**config.mk**
```make
export PLATFORM = sky130hd
export DESIGN_NAME = window_count_fifo_flat
export DESIGN_NICKNAME = d
export VERILOG_FILES = /design/src/rtl/window_count_fifo_if.sv /design/src/rtl/window_count_fifo.sv /design/src/flat_wrapper.sv
export SDC_FILE = /design/constraint.sdc
export NUM_CORES = 1
export LEC_CHECK = 0
export CAP_MARGIN = 10
export CORE_ASPECT_RATIO = 0.9
export CORE_MARGIN = 2
export CORE_UTILIZATION = 30
export DETAILED_ROUTE_END_ITERATION = 8
export PLACE_DENSITY = 0.51
export SYNTH_ARGS = -nofsm -noshare
export SYNTH_HDL_FRONTEND = slang
export SYNTH_SLANG_ARGS = --single-unit
```
**constraint.sdc**
```tcl
create_clock -name clk -period 20.7 [get_ports clk]
set_input_delay 4.14 -clock clk [delete_from_list [all_inputs] [get_ports clk]]
set_output_delay 4.14 -clock clk [all_outputs]
set_load 0.02 [all_outputs]
```
**src/rtl/window_count_fifo_if.sv**
```systemverilog
// window_count_fifo_if: snapshot push / registered read-port bundle.
// master drives update/valid/n_*/rd_en/clr_overflow; slave drives rd_*/status.
interface window_count_fifo_if #(
   parameter int P_N_WIDTH    = 16,
   parameter int P_ADDR_WIDTH = 4
);
   logic                   update;
   logic                   valid;
   logic [P_N_WIDTH-1:0]   n_pedge;
   logic [P_N_WIDTH-1:0]   n_nedge;
   logic [P_N_WIDTH-1:0]   n_high;
   logic [P_N_WIDTH-1:0]   n_low;
   logic                   rd_en;
   logic                   clr_overflow;
   logic                   rd_valid;
   logic [P_N_WIDTH-1:0]   rd_pedge;
   logic [P_N_WIDTH-1:0]   rd_nedge;
   logic [P_N_WIDTH-1:0]   rd_high;
   logic [P_N_WIDTH-1:0]   rd_low;
   logic [P_N_WIDTH-1:0]   rd_seq;
   logic                   empty;
   logic                   full;
   logic [P_ADDR_WIDTH:0]  n_words;
   logic                   overflow;
   logic [P_N_WIDTH-1:0]   n_dropped;

   modport master (
      output update, valid,
      output n_pedge, n_nedge, n_high, n_low,
      output rd_en, clr_overflow,
      input  rd_valid,
      input  rd_pedge, rd_nedge, rd_high, rd_low,
      input  rd_seq,
      input  empty, full, n_words,
      input  overflow, n_dropped
   );

   modport slave (
      input  update, valid,
      input  n_pedge, n_nedge, n_high, n_low,
      input  rd_en, clr_overflow,
      output rd_valid,
      output rd_pedge, rd_nedge, rd_high, rd_low,
      output rd_seq,
      output empty, full, n_words,
      output overflow, n_dropped
   );
endinterface

```
**src/rtl/window_count_fifo.sv**
```systemverilog
// window_count_fifo: FIFO of per-window count snapshots, 1-cycle read port,
// sticky overflow and saturating drop count. Ports: clk, rst (async high),
// bus (window_count_fifo_if.slave). Define WINDOW_COUNT_FIFO_SEQ_EN to
// store a window sequence number per entry on rd_seq (else rd_seq = 0).
module window_count_fifo #(
   parameter int P_N_WIDTH    = 16,
   parameter int P_ADDR_WIDTH = 4
) (
   input  logic                   clk,
   input  logic                   rst,
   window_count_fifo_if.slave     bus
);

   localparam int DEPTH = 1 << P_ADDR_WIDTH;

   typedef struct packed {
      logic [P_N_WIDTH-1:0] pedge;
      logic [P_N_WIDTH-1:0] nedge;
      logic [P_N_WIDTH-1:0] high;
      logic [P_N_WIDTH-1:0] low;
   } entry_t;

   entry_t                 mem [DEPTH];
   entry_t                 rd_q;
   logic [P_ADDR_WIDTH-1:0] wr_ptr;
   logic [P_ADDR_WIDTH-1:0] rd_ptr;
   logic [P_ADDR_WIDTH:0]   n_words_q;
   logic                   rd_valid_q;
   logic                   overflow_q;
   logic [P_N_WIDTH-1:0]   n_dropped_q;

   logic push_req;
   logic pop;
   logic push;
   logic drop;
   logic full_w;
   logic empty_w;

   // occupancy never exceeds DEPTH, so its MSB alone means full
   assign full_w   = n_words_q[P_ADDR_WIDTH];
   assign empty_w  = (n_words_q == '0);
   assign push_req = bus.update & bus.valid;
   assign pop      = bus.rd_en & ~empty_w;
   // a pop in the same cycle frees the slot the push needs
   assign push     = push_req & (~full_w | pop);
   assign drop     = push_req & full_w & ~pop;

   always_ff @(posedge clk) begin
      if (push) begin
         mem[wr_ptr] <= '{pedge: bus.n_pedge,
                          nedge: bus.n_nedge,
                          high:  bus.n_high,
                          low:   bus.n_low};
      end
   end

   always_ff @(posedge clk or posedge rst) begin
      if (rst) begin
         wr_ptr    <= '0;
         rd_ptr    <= '0;
         n_words_q <= '0;
      end else begin
         if (push) wr_ptr <= wr_ptr + 1'b1;
         if (pop)  rd_ptr <= rd_ptr + 1'b1;
         unique case (1'b1)
            push & ~pop: n_words_q <= n_words_q + 1'b1;
            pop & ~push: n_words_q <= n_words_q - 1'b1;
            default:     n_words_q <= n_words_q;
         endcase
      end
   end

   // head read is old-value even when a full-FIFO push hits the same slot
   always_ff @(posedge clk or posedge rst) begin
      if (rst) begin
         rd_valid_q <= 1'b0;
         rd_q       <= '0;
      end else begin
         rd_valid_q <= pop;
         if (pop) rd_q <= mem[rd_ptr];
      end
   end

   // a drop coinciding with a clear counts as the first drop after it
   always_ff @(posedge clk or posedge rst) begin
      if (rst) begin
         overflow_q  <= 1'b0;
         n_dropped_q <= '0;
      end else if (drop) begin
         overflow_q <= 1'b1;
         if (bus.clr_overflow)
            n_dropped_q <= {{(P_N_WIDTH-1){1'b0}}, 1'b1};
         else if (~&n_dropped_q)
            n_dropped_q <= n_dropped_q + 1'b1;
      end else if (bus.clr_overflow) begin
         overflow_q  <= 1'b0;
         n_dropped_q <= '0;
      end
   end

`ifdef WINDOW_COUNT_FIFO_SEQ_EN
   logic [P_N_WIDTH-1:0] seq_mem [DEPTH];
   logic [P_N_WIDTH-1:0] seq_cnt;
   logic [P_N_WIDTH-1:0] rd_seq_q;

   always_ff @(posedge clk) begin
      if (push) seq_mem[wr_ptr] <= seq_cnt;
   end

   // counts every complete window, dropped or not, so gaps show drops
   always_ff @(posedge clk or posedge rst) begin
      if (rst) begin
         seq_cnt  <= '0;
         rd_seq_q <= '0;
      end else begin
         if (push_req) seq_cnt <= seq_cnt + 1'b1;
         if (pop)      rd_seq_q <= seq_mem[rd_ptr];
      end
   end

   assign bus.rd_seq = rd_seq_q;
`else
   assign bus.rd_seq = '0;
`endif

   assign bus.rd_valid  = rd_valid_q;
   assign bus.rd_pedge  = rd_q.pedge;
   assign bus.rd_nedge  = rd_q.nedge;
   assign bus.rd_high   = rd_q.high;
   assign bus.rd_low    = rd_q.low;
   assign bus.empty     = empty_w;
   assign bus.full      = full_w;
   assign bus.n_words   = n_words_q;
   assign bus.overflow  = overflow_q;
   assign bus.n_dropped = n_dropped_q;

endmodule

```
**src/flat_wrapper.sv**
```systemverilog
// flat-port wrapper written by rule: the top's interface ports become plain ports
module window_count_fifo_flat 
#(
   parameter int P_N_WIDTH    = 16,
   parameter int P_ADDR_WIDTH = 4
)
  (clk, rst, bus_update, bus_valid, bus_n_pedge, bus_n_nedge, bus_n_high, bus_n_low, bus_rd_en, bus_clr_overflow, bus_rd_valid, bus_rd_pedge, bus_rd_nedge, bus_rd_high, bus_rd_low, bus_rd_seq, bus_empty, bus_full, bus_n_words, bus_overflow, bus_n_dropped);
  window_count_fifo_if #(.P_N_WIDTH(P_N_WIDTH), .P_ADDR_WIDTH(P_ADDR_WIDTH)) bus_i ();
  input  logic clk;
  input  logic rst;
  input wire logic [$bits(bus_i.update)-1:0] bus_update;
  input wire logic [$bits(bus_i.valid)-1:0] bus_valid;
  input wire logic [$bits(bus_i.n_pedge)-1:0] bus_n_pedge;
  input wire logic [$bits(bus_i.n_nedge)-1:0] bus_n_nedge;
  input wire logic [$bits(bus_i.n_high)-1:0] bus_n_high;
  input wire logic [$bits(bus_i.n_low)-1:0] bus_n_low;
  input wire logic [$bits(bus_i.rd_en)-1:0] bus_rd_en;
  input wire logic [$bits(bus_i.clr_overflow)-1:0] bus_clr_overflow;
  output wire logic [$bits(bus_i.rd_valid)-1:0] bus_rd_valid;
  output wire logic [$bits(bus_i.rd_pedge)-1:0] bus_rd_pedge;
  output wire logic [$bits(bus_i.rd_nedge)-1:0] bus_rd_nedge;
  output wire logic [$bits(bus_i.rd_high)-1:0] bus_rd_high;
  output wire logic [$bits(bus_i.rd_low)-1:0] bus_rd_low;
  output wire logic [$bits(bus_i.rd_seq)-1:0] bus_rd_seq;
  output wire logic [$bits(bus_i.empty)-1:0] bus_empty;
  output wire logic [$bits(bus_i.full)-1:0] bus_full;
  output wire logic [$bits(bus_i.n_words)-1:0] bus_n_words;
  output wire logic [$bits(bus_i.overflow)-1:0] bus_overflow;
  output wire logic [$bits(bus_i.n_dropped)-1:0] bus_n_dropped;
  assign bus_i.update = bus_update;
  assign bus_i.valid = bus_valid;
  assign bus_i.n_pedge = bus_n_pedge;
  assign bus_i.n_nedge = bus_n_nedge;
  assign bus_i.n_high = bus_n_high;
  assign bus_i.n_low = bus_n_low;
  assign bus_i.rd_en = bus_rd_en;
  assign bus_i.clr_overflow = bus_clr_overflow;
  assign bus_rd_valid = bus_i.rd_valid;
  assign bus_rd_pedge = bus_i.rd_pedge;
  assign bus_rd_nedge = bus_i.rd_nedge;
  assign bus_rd_high = bus_i.rd_high;
  assign bus_rd_low = bus_i.rd_low;
  assign bus_rd_seq = bus_i.rd_seq;
  assign bus_empty = bus_i.empty;
  assign bus_full = bus_i.full;
  assign bus_n_words = bus_i.n_words;
  assign bus_overflow = bus_i.overflow;
  assign bus_n_dropped = bus_i.n_dropped;
  window_count_fifo #(.P_N_WIDTH(P_N_WIDTH), .P_ADDR_WIDTH(P_ADDR_WIDTH)) u_core (.clk(clk), .rst(rst), .bus(bus_i));
endmodule
```
# Word-level counts from Yosys, hierarchy flattened
# Memory sizes are Yosys's and may differ from the RTL's. A register that Yosys moved wholly into a read port is not among the register bits.
# Cells that the tools add are included.
[totals]
mem_count = 1
output_inout_bits = 105
wordCells = 39
in_bits = 70
regBits = 31
mem_bits_rw = 1024
[op_classes]
add_sub_neg = 5
n_eq_ne = 1
bitwise = 12
n_reduce_logical = 5
n_mux = 9
[memory_table]
columns = ["memory", "depth", "word_bits", "rd", "rd_clocked_by_memory_dff", "wr", "line_no", "source"]
rows = [
  ["u_core.mem", 16, 64, 1, 1, 1, "window_count_fifo.sv:23", "entry_t mem [DEPTH];"],
]
[ops]
columns = ["operator", "count"]
rows = [
  ["two-way mux 16 bit", 4],
  ["adder 16 x 1 -> 16 bit (second input constant)", 1],
  ["AND reduction 16 bit", 1],
  ["one-hot mux 5 bit (2 select lines)", 1],
  ["adder 4 x 1 -> 4 bit (second input constant)", 2],
  ["bitwise AND 1 bit", 7],
  ["adder 5 x 1 -> 5 bit (second input constant)", 1],
  ["zero test 5 bit", 1],
  ["subtractor 5 x 1 -> 5 bit (second input constant)", 1],
  ["two-way mux 1 bit", 4],
  ["NOT 1 bit", 4],
  ["nonzero test 2 bit", 2],
  ["!= test 2 bit (second input constant)", 1],
  ["AND reduction 2 bit", 1],
  ["bitwise OR 1 bit", 1],
]

# Logic depth before layout (Yosys ltp)
# Gate-level depths: netlist (run 1).
[logic_depth]
depth_word = 8
mapped_depth = 13
mapped_depth_nobuf = 10

# Worst setup path before layout (run 1)
# Ideal clock, no wire load.
[synth_path]
kind = "in2reg"
start = "in bus_rd_en"
end = "mem u_core.mem[0][0] (netlist bit), enable pin"
stages = 5
t_required_ps = 20056
slack_ps = 9287
arrival_time_ps = 10769
setup_ps = 644
n_path_buf = 1
cell_sequence = "nand2b_1 -> and3_1 -> clkbuf_1 -> inv_2 -> nor4_1"
[synth_via]
elab_chain_len = 5
[synth_rtl]
columns = ["element", "line_no", "source"]
rows = [
  ["from (decl)", "flat_wrapper.sv:17", "input wire logic [$bits(bus_i.rd_en)-1:0] bus_rd_en;"],
  ["bitwise AND 1 bit", "window_count_fifo.sv:43", "assign pop = bus.rd_en & ~empty_w;"],
  ["bitwise OR 1 bit", "window_count_fifo.sv:45", "assign push = push_req & (~full_w | pop);"],
  ["bitwise AND 1 bit", "window_count_fifo.sv:45", ""],
  ["two-way mux 1 bit", "window_count_fifo.sv:49", "if (push) begin"],
  ["two-way mux 1 bit (not written as such)", "window_count_fifo.sv:50", "mem[wr_ptr] <= '{pedge: bus.n_pedge,"],
  ["to (decl)", "window_count_fifo.sv:23", ""],
]
# Every way passes these cells.

# Worst setup path after layout (run 1)
[layout_path]
start = "in bus_rd_en"
end = "mem u_core.mem[11][0] (netlist bit), enable pin"
# Same word-level chain as after synthesis.

==> impl_metrics.yaml, run 1 <==
yosys:
  yosysUniqueCellTypes: 56
  netlist_top_cells_area: "edfxtp_1 (72%), mux4_2 (14%), dfrtp_1 (5.6%)"
  synth_edf_count: 1024
  async_flop_share: 0.08490
  ys.flop_type: "edfxtp_1"
  ys_ff_latch: 1119
  avgSynthCellArea_sq_um: 22.07
  synth_seq_area_share: 0.7785
  syn_inst: 1928
  yosysTopAreaCellShare: 0.7227
  yosysTopAreaCell: "edfxtp_1"
  synth_area_sq_mm: 0.04255
  yosys_warnings: 0
setup_path:
  max_stage_delay_ns: 0.70
  cp_slowest_cell: "and2_4"
  r2r_start: "u_core.rd_ptr[0]"
  critPathLaunch: "bus_rd_en"
  path_cells: "clkdlybuf4s50_1 > nand2b_1 > and3_1 > inv_2 > nor3b_1 > and2_4 > buf_4"
  criticalPathCategory: "input port to flip-flop"
  reg2reg_depth: 6
  crit_fanout: 33
  cp-end-kind: "flip-flop"
  required_ns: 21.02
  cp-start-kind: "input port"
  worst_ep_arrival_time_ns: 7.51
run:
  cap_violations: 0
pwr:
  max-vdd-ir-drop_mv: 0.1196
  p_total_mw: 6.458
  powerDensity_mw_per_mm2: 129.4
  total_leakage_power_nw: 15.57
timing:
  relSlewSlack: 0.2250
  fin_crit_ns: 7.186
  drv_slew: 0
  min_period_over_period: 0.3472
  setup_viol: 0
  worstMarginPinSlew_ns: 1.162
  finalClockSkew_ns: 0.04720
  fmax_mhz: 139.2
  timing_hold_violations_final: 0
  fin_setup_tns_ns: 0
  rsz0062_at_grt: "no"
hold_path:
  holdPathStages: 1
  min_from: "u_core.bus.overflow"
  hold_path.class: "flip-flop to flip-flop"
finish:
  final_cell_mix: "edfxtp_1 (1024), mux4_2 (256), clkdlybuf4s50_1 (158), o22ai_1 (128), clkbuf_16 (115)"
  syn2layout_area_growth_pct: 17.33
  nets: 2204
  layout_commonest_cell: "edfxtp_1"
  drive_gt1_frac: 0.2492
  diodes: 0
floorplan:
  row_count: 131
  dieArea_sq_mm: 0.1449
  die_y_um: 361.3
  start_util: 0.3012
  core_area_sq_mm: 0.1413
  chipWidth_um: 401.0
  ios: 175
global_routing:
  overflow: 0
  antenna_found_initial: 6
  grt_usage: 0.1385
  grt_pass1_vias: 21120
  grt_start_max_net_pins: 130
  grt_pass1_wl_um: 147500
place:
  place.gp.congestion: 0.7460
  port_buffers: 158
  hpwlAfterDp_um: 55140
clock_tree:
  root_buffer: "clkbuf_16"
  cts_made_buffers: 114
  htree_levels: 3
  clk_pin_slew_ns: 0.06
  cts.sinks: 1119
  cts_tree: "built"
  cts_hold_buffers: 0
  cts_max_path_buffers: 3
  post_cts_buffers: 0
  clk-insertion-delay-late_ns: 0.73
  cts_resized: 0
route:
  routedWlPerCell_um: 24.67
  viasPerCell: 4.889
  firstDrtPassIters: 5
  drc: 0
  vias: 19970
  ant_nets: 0
  routed_wl_um: 100800
  first_iter_violations: 1506
status:
  status: "completed"
## flip-flops by register name (all words and copies together), names as in the netlist
signal and cells:
u_core.mem 1024, u_core.bus.n_dropped 16, u_core.bus.rd_high 16, u_core.bus.rd_low 16, u_core.bus.rd_nedge 16, u_core.bus.rd_pedge 16, u_core.bus.n_words 5, u_core.rd_ptr 4
u_core.wr_ptr 4, u_core.bus.overflow 1, u_core.bus.rd_valid 1
## path summary, 6_finish.rpt
path	to	slack, ns
worst max-delay path	u_core.mem[11][0]	13.51
worst min-delay path	u_core.bus.overflow	0.48
worst max register to register	u_core.bus.rd_nedge[12]	16.72
worst min register to register	u_core.bus.overflow	0.48
max in group asynchronous	u_core.rd_ptr[0]	15.28
min in group asynchronous	u_core.bus.rd_pedge[9]	3.91
## cell usage after synthesis (12+ instances only)
cell type,n
edfxtp_1,1024
mux4_2,256
o22ai_1,128
dfrtp_1,95
a21oi_1,77
mux2_2,67
clkbuf_1,52
buf_2,31
buf_4,24
nor2_1,16
nand2_1,12
## metrics by stage
stage	setup WS (ns)	hold slack, ns	std cells	util	instance area [sq um]
finish	13.51	0.4819	4085	0.3533	49920
global route	13.36	0.5347	4085	0.3533	49920
CTS	13.60	0.4913	4085	0.3533	49920
detailed placement	12.83	0.4778	3870	0.3272	46230
global placement	12.89	0.4739	3870	0.3272	46230
floorplan	9.287	0.5742	1943	-	42610
## cell type report
class	count	area, sq um
clock buffers	146	3064
clock inverters	69	629.4
fillers	12990	91370
inverters	12	47.55
multi-input cells	685	8852
flip-flops and latches	1119	33140
well taps	1862	2330
repair buffers	192	1862
## worst max-delay path, delay by kind of cell
family        cells  cell delay (ns)
simple gates      4             1.85
buf+inv           3             1.46
## cell families (layout without fill, tap and decap cells)
family          Yosys count  count (layout)  share of synthesized area
fa+ha+maj                10              10                   0.002941
compound gates          230             230                    0.03246
xor+xnor                 11              11                   0.002264
simple gates             90              90                    0.01212
other cells               1              16                 0.00008813
buf+inv                 139             419                    0.01706
flops                  1119            1119                     0.7785
mux                     328             328                     0.1545
## where the power goes
part	switching [mW]	total (mW)	internal (mW)	leakage, nW
Combinational	0.841	1.64	0.803	3.44
Sequential	0.176	2.81	2.63	10.3
Clock	0.866	2.00	1.14	1.81
Total	1.88	6.46	4.57	15.6
## metal layers
metal / global-route usage / wire length [um] / up-vias
met5: 0 / 60 / -
met4: 0.03818 / 2370 / 10
met3: 0.03130 / 5749 / 162
met2: 0.2256 / 48180 / 542
met1: 0.1865 / 44400 / 10740
li1: - / - / 8523
No activity file was read; power rests on OpenSTA's default activity.
==> run 2, diff against run 1 <==
--- a/config.mk
+++ b/config.mk
@@ -10,7 +10,7 @@
 export CORE_MARGIN = 2
 export CORE_UTILIZATION = 30
 export DETAILED_ROUTE_END_ITERATION = 8
-export PLACE_DENSITY = 0.51
+export PLACE_DENSITY = 0.53
 export SYNTH_ARGS = -nofsm -noshare
 export SYNTH_HDL_FRONTEND = slang
 export SYNTH_SLANG_ARGS = --single-unit
==> constraint.sdc (replaced) <==
create_clock -name clk -period 5.8 [get_ports clk]
set_input_delay 1.16 -clock clk [delete_from_list [all_inputs] [get_ports clk]]
set_output_delay 1.16 -clock clk [all_outputs]
set_load 0.02 [all_outputs]
==> run 2 against run 1 <==
Compared with the run above:
- critical path depth stayed put
- first-iteration DRC count increased by 21%
- sequential cell count stayed put
- combinational power grew to 3.7 times the previous value
- register-to-register slack got worse by 14 ns
- die area unchanged
- utilization is 0.33 points higher
- clock-buffer cell count grew 3
- sequential power rose to 3.6 times the previous value
- via count is 0.93% higher
- critical endpoint is now u_core.mem[10][21]
- largest power group unchanged
==> impl_metrics.yaml, run 2 (synthesized netlist as in run 1, its figures left out) <==
timing:
  drv_slew: 0
  worst_slack_ns: 1.879
  fmax_mhz: 255.0
  hold_slack_ns: 0.4811
  setup_viol: 0
  finalClockSkew_ns: 0.01970
  fin_crit_ns: 3.921
  worstMarginPinSlew_ns: 1.139
  timing_hold_violations_final: 0
  relSlewSlack: 0.2340
  rsz0062_at_grt: "no"
  min_period_over_period: 0.6760
  fin_setup_tns_ns: 0
clock_tree:
  clk-insertion-delay-late_ns: 0.69
  cts.sinks: 1119
  cts_max_path_buffers: 3
  htree_levels: 3
  cts_tree: "built"
  cts_resized: 0
  root_buffer: "clkbuf_16"
  post_cts_buffers: 0
  clk_pin_slew_ns: 0.06
  cts_hold_buffers: 0
  cts_made_buffers: 113
setup_path:
  worst_ep_arrival_time_ns: 4.26
  r2r_setup_slack_ns: 2.56
  cp-start-kind: "input port"
  crit_fanout: 28
  reg2reg_depth: 6
  criticalPathCategory: "input port to flip-flop"
  cp-end-kind: "flip-flop"
  rr_endpoint: "u_core.mem[10][21]"
  required_ns: 6.14
  r2r_start: "u_core.bus.n_words[4]"
global_routing:
  antenna_found_initial: 9
  grt_usage: 0.1385
  grt_pass1_vias: 21060
  grt_start_max_net_pins: 108
  grt_pass1_wl_um: 148500
  overflow: 0
finish:
  syn2layout_area_growth_pct: 18.42
  nets: 2213
  layout_commonest_cell: "edfxtp_1"
  drive_gt1_frac: 0.2544
  largest_register_ffs: 1024
  fillers: 12960
  largest_register: "u_core.mem"
  final_area_sq_mm: 0.05039
  post-route-util: 0.3566
  final_cell_mix: "edfxtp_1 (1024), mux4_2 (256), clkdlybuf4s50_1 (158), o22ai_1 (128), clkbuf_16 (116)"
  instances_no_fill: 4100
floorplan:
  dieArea_sq_mm: 0.1449
  chipWidth_um: 401.0
  row_count: 131
  die_y_um: 361.3
  ios: 175
  start_util: 0.3012
  core_area_sq_mm: 0.1413
place:
  hpwlAfterDp_um: 57980
  place_ws_ns: 1.145
  port_buffers: 158
  place.gp.congestion: 0.7461
  placed_cell_area_sq_mm: 0.04644
  placed_cells: 3880
route:
  routed_wl_um: 101900
  firstDrtPassIters: 5
  drc: 0
  viasPerCell: 4.917
  ant_nets: 0
  routedWlPerCell_um: 24.86
  vias: 20160
  first_iter_violations: 1822
hold_path:
  holdPathStages: 1
  hold_path_end: "u_core.bus.overflow"
  hold_path.class: "flip-flop to flip-flop"
  min_from: "u_core.bus.overflow"
run:
  cap_violations: 0
pwr:
  max-vdd-ir-drop_mv: 0.3382
  total_leakage_power_nw: 15.74
  p_total_mw: 23.65
  powerDensity_mw_per_mm2: 469.4
status:
  status: "completed"
-- run 2: cell count changes in the layout (fill, tap and decap cells not counted), sizes merged --
| cell | delta |
|---|---|
| inv | +2 |
| bufinv | +11 |
| clkinv | -21 |
| clkbuf | +3 |
| buf | +10 |
| diode | +5 |
| clkinvlp | +5 |
-- run 2: worst max-delay path, stage by stage --
cell and delay, ns:
clkdlybuf4s50_1 0.64, nand2b_1 0.15, and3_1 0.47, inv_2 0.23, nor3b_1 0.47, and2_4 0.64, buf_4 0.47
-- run 2: cell type report --
class,instances,area [sq um],share of cell area
diodes,5,12.51,0.0002483
clock buffers,149,3097,0.06146
clock inverters,66,842.1,0.01671
inverters,12,47.55,0.0009436
multi-input cells,685,8847,0.1756
flip-flops and latches,1119,33140,0.6577
well taps,1862,2330,0.04624
repair buffers,202,2074,0.04117
-- run 2: routing by layer --
metal | vias to the layer above | track usage | part of all wire
li1 | 8552 | - | -
met1 | 10860 | 0.1931 | 0.45
met2 | 585 | 0.2193 | 0.47
met3 | 148 | 0.02917 | 0.057
met4 | 10 | 0.03944 | 0.022
met5 | - | 0 | 0.00062
-- run 2: worst max-delay path by stage --
stage | start | end | slack, ns | cells past startpoint
after detailed placement | bus_rd_en | u_core.mem[10][24] | 1.14 | 7
after floorplan | bus_rd_en | u_core.mem[0][0] | -2.63 | 5
after global routing | bus_rd_en | u_core.mem[10][10] | 1.70 | 7
final | bus_rd_en | u_core.mem[10][21] | 1.88 | 7
after global placement | bus_rd_en | u_core.mem[10][24] | 1.22 | 7
after CTS | bus_rd_en | u_core.mem[10][11] | 1.89 | 7
-- run 2: power by group --
group / total, mW / leakage [nW] / switching [mW] / internal, mW
clock: 7.63 / 1.90 / 3.06 / 4.57
sequential: 10.0 / 10.3 / 0.608 / 9.40
combinational: 6.01 / 3.53 / 3.11 / 2.90
total: 23.7 / 15.7 / 6.78 / 16.9
